$ cat src/rtl/add_pkg.sv
// Shared constants for the pipelined three-operand adder and its final CLA.
package add_pkg;
  localparam int ADD_DEFAULT_WIDTH = 8;
  localparam int ADD_CLA_GROUP     = 4;
  localparam int ADD_LATENCY       = 2;

  function automatic int cla_num_groups(input int n);
    return (n + ADD_CLA_GROUP - 1) / ADD_CLA_GROUP;
  endfunction
endpackage

$ cat src/rtl/pipelined_adder_3_nbits_cla.sv
// Combinational carry-lookahead adder: lookahead inside each 4-bit group and
// across group generate/propagate terms, so no carry ripples between groups.
module cla_adder_nbits
  import add_pkg::*;
#(
  parameter int N = 9
) (
  input  logic [N-1:0] a_i,
  input  logic [N-1:0] b_i,
  input  logic         cin_i,
  output logic [N-1:0] sum_o,
  output logic         cout_o
);
  localparam int GS = ADD_CLA_GROUP;
  localparam int NG = cla_num_groups(N);
  localparam int NP = NG * GS;

  logic [NP-1:0] a_pad, b_pad, g, p;
  logic [NP:0]   c;
  logic [NG-1:0] gg, gp;
  logic [NG:0]   cg;
  logic [NP:0]   s_full;
  logic          unused_hi;

  assign a_pad = NP'(a_i);
  assign b_pad = NP'(b_i);
  assign g     = a_pad & b_pad;
  assign p     = a_pad ^ b_pad;

  always_comb begin
    logic acc;
    logic prop;
    acc  = 1'b0;
    prop = 1'b1;
    gg   = '0;
    gp   = '0;
    cg   = '0;
    c    = '0;
    for (int j = 0; j < NG; j++) begin
      gp[j] = &p[j*GS +: GS];
      acc   = 1'b0;
      prop  = 1'b1;
      for (int k = GS - 1; k >= 0; k--) begin
        acc  = acc | (prop & g[j*GS+k]);
        prop = prop & p[j*GS+k];
      end
      gg[j] = acc;
    end
    // Group carries are flattened sums of products over gg/gp and cin.
    cg[0] = cin_i;
    for (int j = 1; j <= NG; j++) begin
      acc  = 1'b0;
      prop = 1'b1;
      for (int k = j - 1; k >= 0; k--) begin
        acc  = acc | (prop & gg[k]);
        prop = prop & gp[k];
      end
      cg[j] = acc | (prop & cin_i);
    end
    for (int j = 0; j < NG; j++) begin
      for (int i = 0; i < GS; i++) begin
        acc  = 1'b0;
        prop = 1'b1;
        for (int k = i - 1; k >= 0; k--) begin
          acc  = acc | (prop & g[j*GS+k]);
          prop = prop & p[j*GS+k];
        end
        c[j*GS+i] = acc | (prop & cg[j]);
      end
    end
    c[NP] = cg[NG];
  end

  assign s_full    = {c[NP], p ^ c[NP-1:0]};
  assign sum_o     = s_full[N-1:0];
  assign cout_o    = s_full[N];
  assign unused_hi = ^s_full[NP:N];
endmodule

$ cat src/rtl/pipelined_adder_3_nbits.sv
// Two-stage valid/ready adder of three operands plus carry-in: S1 holds the
// 3:2 compressed vectors, S2 holds the CLA result that drives the outputs.
module pipelined_adder_3_nbits
  import add_pkg::*;
#(
  parameter int WIDTH = ADD_DEFAULT_WIDTH
) (
  input  logic             clk,
  input  logic             rst,
  input  logic             in_valid,
  output logic             in_ready,
  input  logic [WIDTH-1:0] in1,
  input  logic [WIDTH-1:0] in2,
  input  logic [WIDTH-1:0] in3,
  input  logic             cin,
  output logic             out_valid,
  input  logic             out_ready,
  output logic [WIDTH-1:0] sum,
  output logic             cout_1,
  output logic             cout_2
);
  localparam int N = WIDTH + 1;

  logic             adv1, adv2;
  logic             s1_valid_q, s2_valid_q;
  logic [N-1:0]     s1_ps_q, s1_ps_d, s1_cy_q, s1_cy_d;
  logic             s1_cin_q;
  logic [WIDTH+1:0] s2_res_q, s2_res_d;

  assign adv2     = !s2_valid_q | out_ready;
  assign adv1     = !s1_valid_q | adv2;
  assign in_ready = adv1;

  // Carry-save form: ps + cy + cin equals in1 + in2 + in3 + cin.
  assign s1_ps_d = {1'b0, in1 ^ in2 ^ in3};
  assign s1_cy_d = {(in1 & in2) | (in1 & in3) | (in2 & in3), 1'b0};

  cla_adder_nbits #(.N(N)) u_cla (
    .a_i   (s1_ps_q),
    .b_i   (s1_cy_q),
    .cin_i (s1_cin_q),
    .sum_o (s2_res_d[N-1:0]),
    .cout_o(s2_res_d[N])
  );

  always_ff @(posedge clk or posedge rst) begin
    if (rst) begin
      s1_valid_q <= 1'b0;
      s2_valid_q <= 1'b0;
      s1_ps_q    <= '0;
      s1_cy_q    <= '0;
      s1_cin_q   <= 1'b0;
      s2_res_q   <= '0;
    end else begin
      if (adv1) begin
        s1_valid_q <= in_valid;
        s1_ps_q    <= s1_ps_d;
        s1_cy_q    <= s1_cy_d;
        s1_cin_q   <= cin;
      end
      if (adv2) begin
        s2_valid_q <= s1_valid_q;
        s2_res_q   <= s2_res_d;
      end
    end
  end

  assign out_valid = s2_valid_q;
  assign sum       = s2_res_q[WIDTH-1:0];
  assign cout_1    = s2_res_q[WIDTH];
  assign cout_2    = s2_res_q[WIDTH+1];
endmodule

$ cat config.mk
export PLATFORM = sky130hd
export DESIGN_NAME = pipelined_adder_3_nbits
export DESIGN_NICKNAME = d
export VERILOG_FILES = /design/src/rtl/add_pkg.sv /design/src/rtl/pipelined_adder_3_nbits_cla.sv /design/src/rtl/pipelined_adder_3_nbits.sv
export SDC_FILE = /design/constraint.sdc
export NUM_CORES = 1
export LEC_CHECK = 0
export ABC_AREA = 0
export CAP_MARGIN = 40
export CORE_MARGIN = 3
export CORE_UTILIZATION = 30
export CTS_CLUSTER_SIZE = 14
export DETAILED_ROUTE_END_ITERATION = 10
export GPL_TIMING_DRIVEN = 1
export PLACE_DENSITY = 0.56
export SKIP_CTS_REPAIR_TIMING = 1
export SYNTH_ARGS = -nofsm -noshare
export SYNTH_HDL_FRONTEND = slang
export SYNTH_SLANG_ARGS = --single-unit
$ cat constraint.sdc
create_clock -name clk -period 2.5 [get_ports clk]
set_input_delay 0.375 -clock clk [delete_from_list [all_inputs] [get_ports clk]]
set_output_delay 0.375 -clock clk [all_outputs]
set_load 0.005 [all_outputs]
== Yosys cells after proc, flatten, opt, wreduce, memory -nomap -nowiden ==
Index checks and enable logic that the tools add are counted.
Storage, ports and cells
  register bits after elaboration: 29
  input bits: 29
  output and inout port bits: 12
  logic and storage cells: 77
Operators by class
  bitwise gates (word level): 67
  reductions and logical operators: 4
Operators by type and width (count)
  bitwise AND 1 bit: 33
  bitwise AND 8 bit: 3
  bitwise OR 1 bit: 24
  bitwise OR 8 bit: 2
  XOR 8 bit: 2
  XOR 10 bit: 1
  bitwise AND 8 x 9 -> 9 bit: 1
  XOR 8 x 9 -> 9 bit: 1
  AND reduction 4 bit: 2
  zero test 1 bit: 2

== Logic depth before layout (Yosys ltp) ==
  depth after elaboration: 11
  gate-level depth with buffers: 8
  depth with buffers taken out: 8

== Cells and area by module ==
From an unflattened synthesis, not the netlist that was laid out.
Unflattened totals
  cells, all modules: 115
  area total of the unflattened synthesis: 1624.1 um2
Modules (own cells, without submodules)
  pipelined_adder_3_nbits: times used 1, cells an instance 73, area each 1277.5 um2, sequential area each 725.7 um2
  cla_adder_nbits: times used 1, cells an instance 42, area each 346.6 um2, sequential area each 0.0 um2

== Worst setup path after synthesis ==
No wires, ideal clock.
  path type: register -> register
  from: reg s1_ps_q[5]
  to: reg s2_res_q[8]
  library setup time: 0.117 ns
  arrival: 1.679 ns
  data required time: 2.383 ns
  slack: 0.704 ns
  stages on the path, launching flop included: 9
  path buffers: 0
  period minus slack after synthesis: 1.796 ns
  cells stage by stage: dfrtp_1 > ha_1 > a211oi_1 > a22oi_1 > a31oi_1 > o21bai_1 > ha_1 > nand2_1 > nand2_1
Between the ends
  cells in the longest elaborated chain, start to end: 7
  elaborated cells between the ends (all ways): 14
  classes of those cells: bitwise (13); reduce/logical (1)
Ends and longest elaborated chain
  from (decl): RTL line pipelined_adder_3_nbits.sv:26  | logic [N-1:0] s1_ps_q, s1_ps_d, s1_cy_q, s1_cy_d;
  from (signal assigned): RTL line pipelined_adder_3_nbits.sv:57  | s1_ps_q <= s1_ps_d;
  bitwise AND 8 x 9 -> 9 bit / XOR 8 x 9 -> 9 bit (equally long branches): RTL line pipelined_adder_3_nbits_cla.sv:27, pipelined_adder_3_nbits_cla.sv:28
  bitwise AND 1 bit (on tied branches): RTL line pipelined_adder_3_nbits_cla.sv:44, pipelined_adder_3_nbits_cla.sv:45
  bitwise OR 1 bit / bitwise AND 1 bit (equally long branches): RTL line pipelined_adder_3_nbits_cla.sv:44  | acc = acc | (prop & g[j*GS+k]);
  bitwise OR 1 bit: RTL line pipelined_adder_3_nbits_cla.sv:44
  bitwise OR 1 bit: RTL line pipelined_adder_3_nbits_cla.sv:55  | acc = acc | (prop & gg[k]);
  bitwise OR 1 bit (*): RTL line pipelined_adder_3_nbits_cla.sv:58  | cg[j] = acc | (prop & cin_i);
  XOR 10 bit (*): RTL line pipelined_adder_3_nbits_cla.sv:74  | assign s_full = {c[NP], p ^ c[NP-1:0]};
  net s2_res_d[8]: RTL line pipelined_adder_3_nbits.sv:28  | logic [WIDTH+1:0] s2_res_q, s2_res_d;
  to (signal assigned): RTL line pipelined_adder_3_nbits.sv:63  | s2_res_q <= s2_res_d;
  to (decl): RTL line pipelined_adder_3_nbits.sv:28
Mark *: on every way through the listed nets, which the timed path passes. The rest lies on a longest branch.
A chain may end at the register's enable or synchronous reset.

== Worst setup path in the final report ==
  from: in out_ready
  to: out in_ready
Between the ends
  cells in the longest elaborated chain, start to end: 2
Ends and longest elaborated chain
  from (decl): RTL line pipelined_adder_3_nbits.sv:17  | input logic out_ready,
  bitwise OR 1 bit: RTL line pipelined_adder_3_nbits.sv:30  | assign adv2 = !s2_valid_q | out_ready;
  bitwise OR 1 bit: RTL line pipelined_adder_3_nbits.sv:31  | assign adv1 = !s1_valid_q | adv2;
  to (decl): RTL line pipelined_adder_3_nbits.sv:11  | output logic in_ready,
Every way passes these cells.

==> metrics.txt <==
final antenna-violating net count=0; CTS H-tree depth=2; routability cong.=0.727; Final Setup Violations=0; Clock Skew=4.38 ps; post-synthesis async set-or-reset flop share=1.00; Setup TNS=0 ps; CP arrival=~1800 ps; DRC violations left=0; Clock transition at path regs=around 60 ps; MaxCap Viol Count=0; vias per inst=4.42; via count=1066; first-pass GRT wire length=5.07 mm; final WL=2.93 mm; synthesis-to-finish area growth=36.7%; post-synth top area cell=dfrtp_1; initial DRC count=81; layout cell share with drive strength beyond 1=0.178; CP Capture Type=output pin; LEAKAGE=0.000932 uW; Mapped Nets=around 170; CTS tree=done; total die area=6160 um2; synth warn=0; Final Cycle Share=0.849; Total GRT Usage=0.106; critical path required time=about 2100 ps; drt wl/cell=12.1 um; area of the multi-input gates=802 um2; # nets final=220; row count=25; status=complete, no violations; CP max FO=8; Max VDD drop=about 0.00022 V; dpl cells=233; commonest non-fill, non-tap cells in the layout=clkdlybuf4s50_1, dfrtp_1, mux2_2, nand2_1; sequential fraction of the synthesis area=0.460; syn_area_per_cell=12.4 um2; Max clock buf depth=2; f_max=about 470 MHz; commonest non-fill, non-tap cell in the layout=clkdlybuf4s50_1; worst-skew pair later-pin latency=270 ps; Synth Cell Area=1580 um2; largest net degree at the start of global routing=30; Power Density=769 nW/um2; Slew Limit Fails=0; Area contributors post-synth=dfrtp_1, mux2_2, fa_1; Congestion Overflow GR=0; TritonCTS Buffers=5; Final Hold Fails=0; minimum clock period=2120 ps; Synth top area share=0.460; Core Util, Final=0.439; number of top-level pins=just over 40; HP Class=in2async; fin cells=241; PortBufs=40; critical path class=in2out; core area=~5000 um2; Slew @ Worst Pin=slightly above 400 ps; chip width=78.5 um; First-pass DRT Iterations=4; root buf cell=clkbuf_8; RSZ-0062 raised after global routing=false; register bit total from synthesis=29; post-route cell area=roughly 2200 um2; Slew headroom=0.730; Die Span Y=roughly 80 um; DP HPWL=2.38 mm; number of synthesized flops with an enable pin=0; Fillers=476; vias in the first global route=roughly 1100; Post-Syn Instances=between 100 and 150; initial antenna violation count=0; CP Launch Type=input port; Inserted Diodes=0; Initial Util=0.321; clk sinks=29; Register Area=726 um2; placed cell areas=2050 um2; Primary FF master, synth=dfrtp_1; Netlist cell types=32
[stage by stage]
| stage | hold WS [ps] | total power (uW) | setup slack (ps) |
|---|---|---|---|
| 6_report | 462 | 1660 | 377 |
| 5_1_grt | 482 | 1790 | 299 |
| 3_5_place_dp | 461 | 1260 | 316 |
| 2_1_floorplan | 452 | 976 | 704 |
| 4_1_cts | 467 | 1690 | 364 |
| 3_3_place_gp | 459 | 1240 | 325 |
[layout make-up]
cell class / instances / area share
timing repair buffer: 43 / 0.196
sequential: 29 / 0.337
multi-input combinational: 89 / 0.372
inverter: 5 / 0.00871
clock inverter: 1 / 0.00232
tap: 67 / 0.0389
clock buffer: 7 / 0.0447
[registers in the layout (all words and copies together) (netlist names)]
register / cells
s1_valid_q: 1
s1_cin_q: 1
s2_res_q: 10
out_valid: 1
s1_ps_q: 8
s1_cy_q: 8
[worst paths after layout]
path,from,endpoint,slack (ps),cells past startpoint
max in group asynchronous,rst,s1_ps_q[3]$_DFFE_PP0P_,1770,3
min,rst,s2_res_q[1]$_DFFE_PP0P_,460,3
min in group clk,s2_res_q[4]$_DFFE_PP0P_,s2_res_q[4]$_DFFE_PP0P_,470,2
min reg2reg,s2_res_q[4]$_DFFE_PP0P_,s2_res_q[4]$_DFFE_PP0P_,470,2
max,out_ready,in_ready,380,4
max reg2reg,s1_ps_q[5]$_DFFE_PP0P_,s2_res_q[8]$_DFFE_PP0P_,490,8
[metal layers]
| metal | vias up | wire length, um | track usage |
|---|---|---|---|
| met5 | - | 0 | 0 |
| met4 | 0 | 27 | 0.0472 |
| met3 | 2 | 126 | 0.0356 |
| met2 | 25 | 1490 | 0.175 |
| met1 | 507 | 1280 | 0.126 |
| li1 | 532 | - | - |
[report_power, final]
group / total, uW / switching (uW) / internal (uW) / leakage, uW
Clock: 411 / 163 / 248 / 0.0000542
Sequential: 661 / 74.0 / 587 / 0.000340
Combinational: 586 / 238 / 348 / 0.000538
[kinds of logic after synthesis]
group,after synthesis,share of synthesized area
flops,29,0.460
compound gates,18,0.0722
mux,17,0.121
fa+ha+maj,18,0.186
buf+inv,9,0.0309
simple gates,32,0.107
xor+xnor,4,0.0222
[critical path, stage by stage]
cell,delay [ps]
clkdlybuf4s50_1,480
and2b_1,270
nand2_2,120
clkdlybuf4s50_1,510
[synthesized netlist by cell type (3+ instances only)]
| cell type | instances |
|---|---|
| fa_1 | 9 |
| dfrtp_1 | 29 |
| and3_1 | 3 |
| mux2_2 | 17 |
| inv_1 | 5 |
| o21ai_0 | 5 |
| a21oi_1 | 4 |
| ha_1 | 9 |
| nand2_1 | 16 |
| xnor2_1 | 4 |
(Power assumes the default switching activity.)
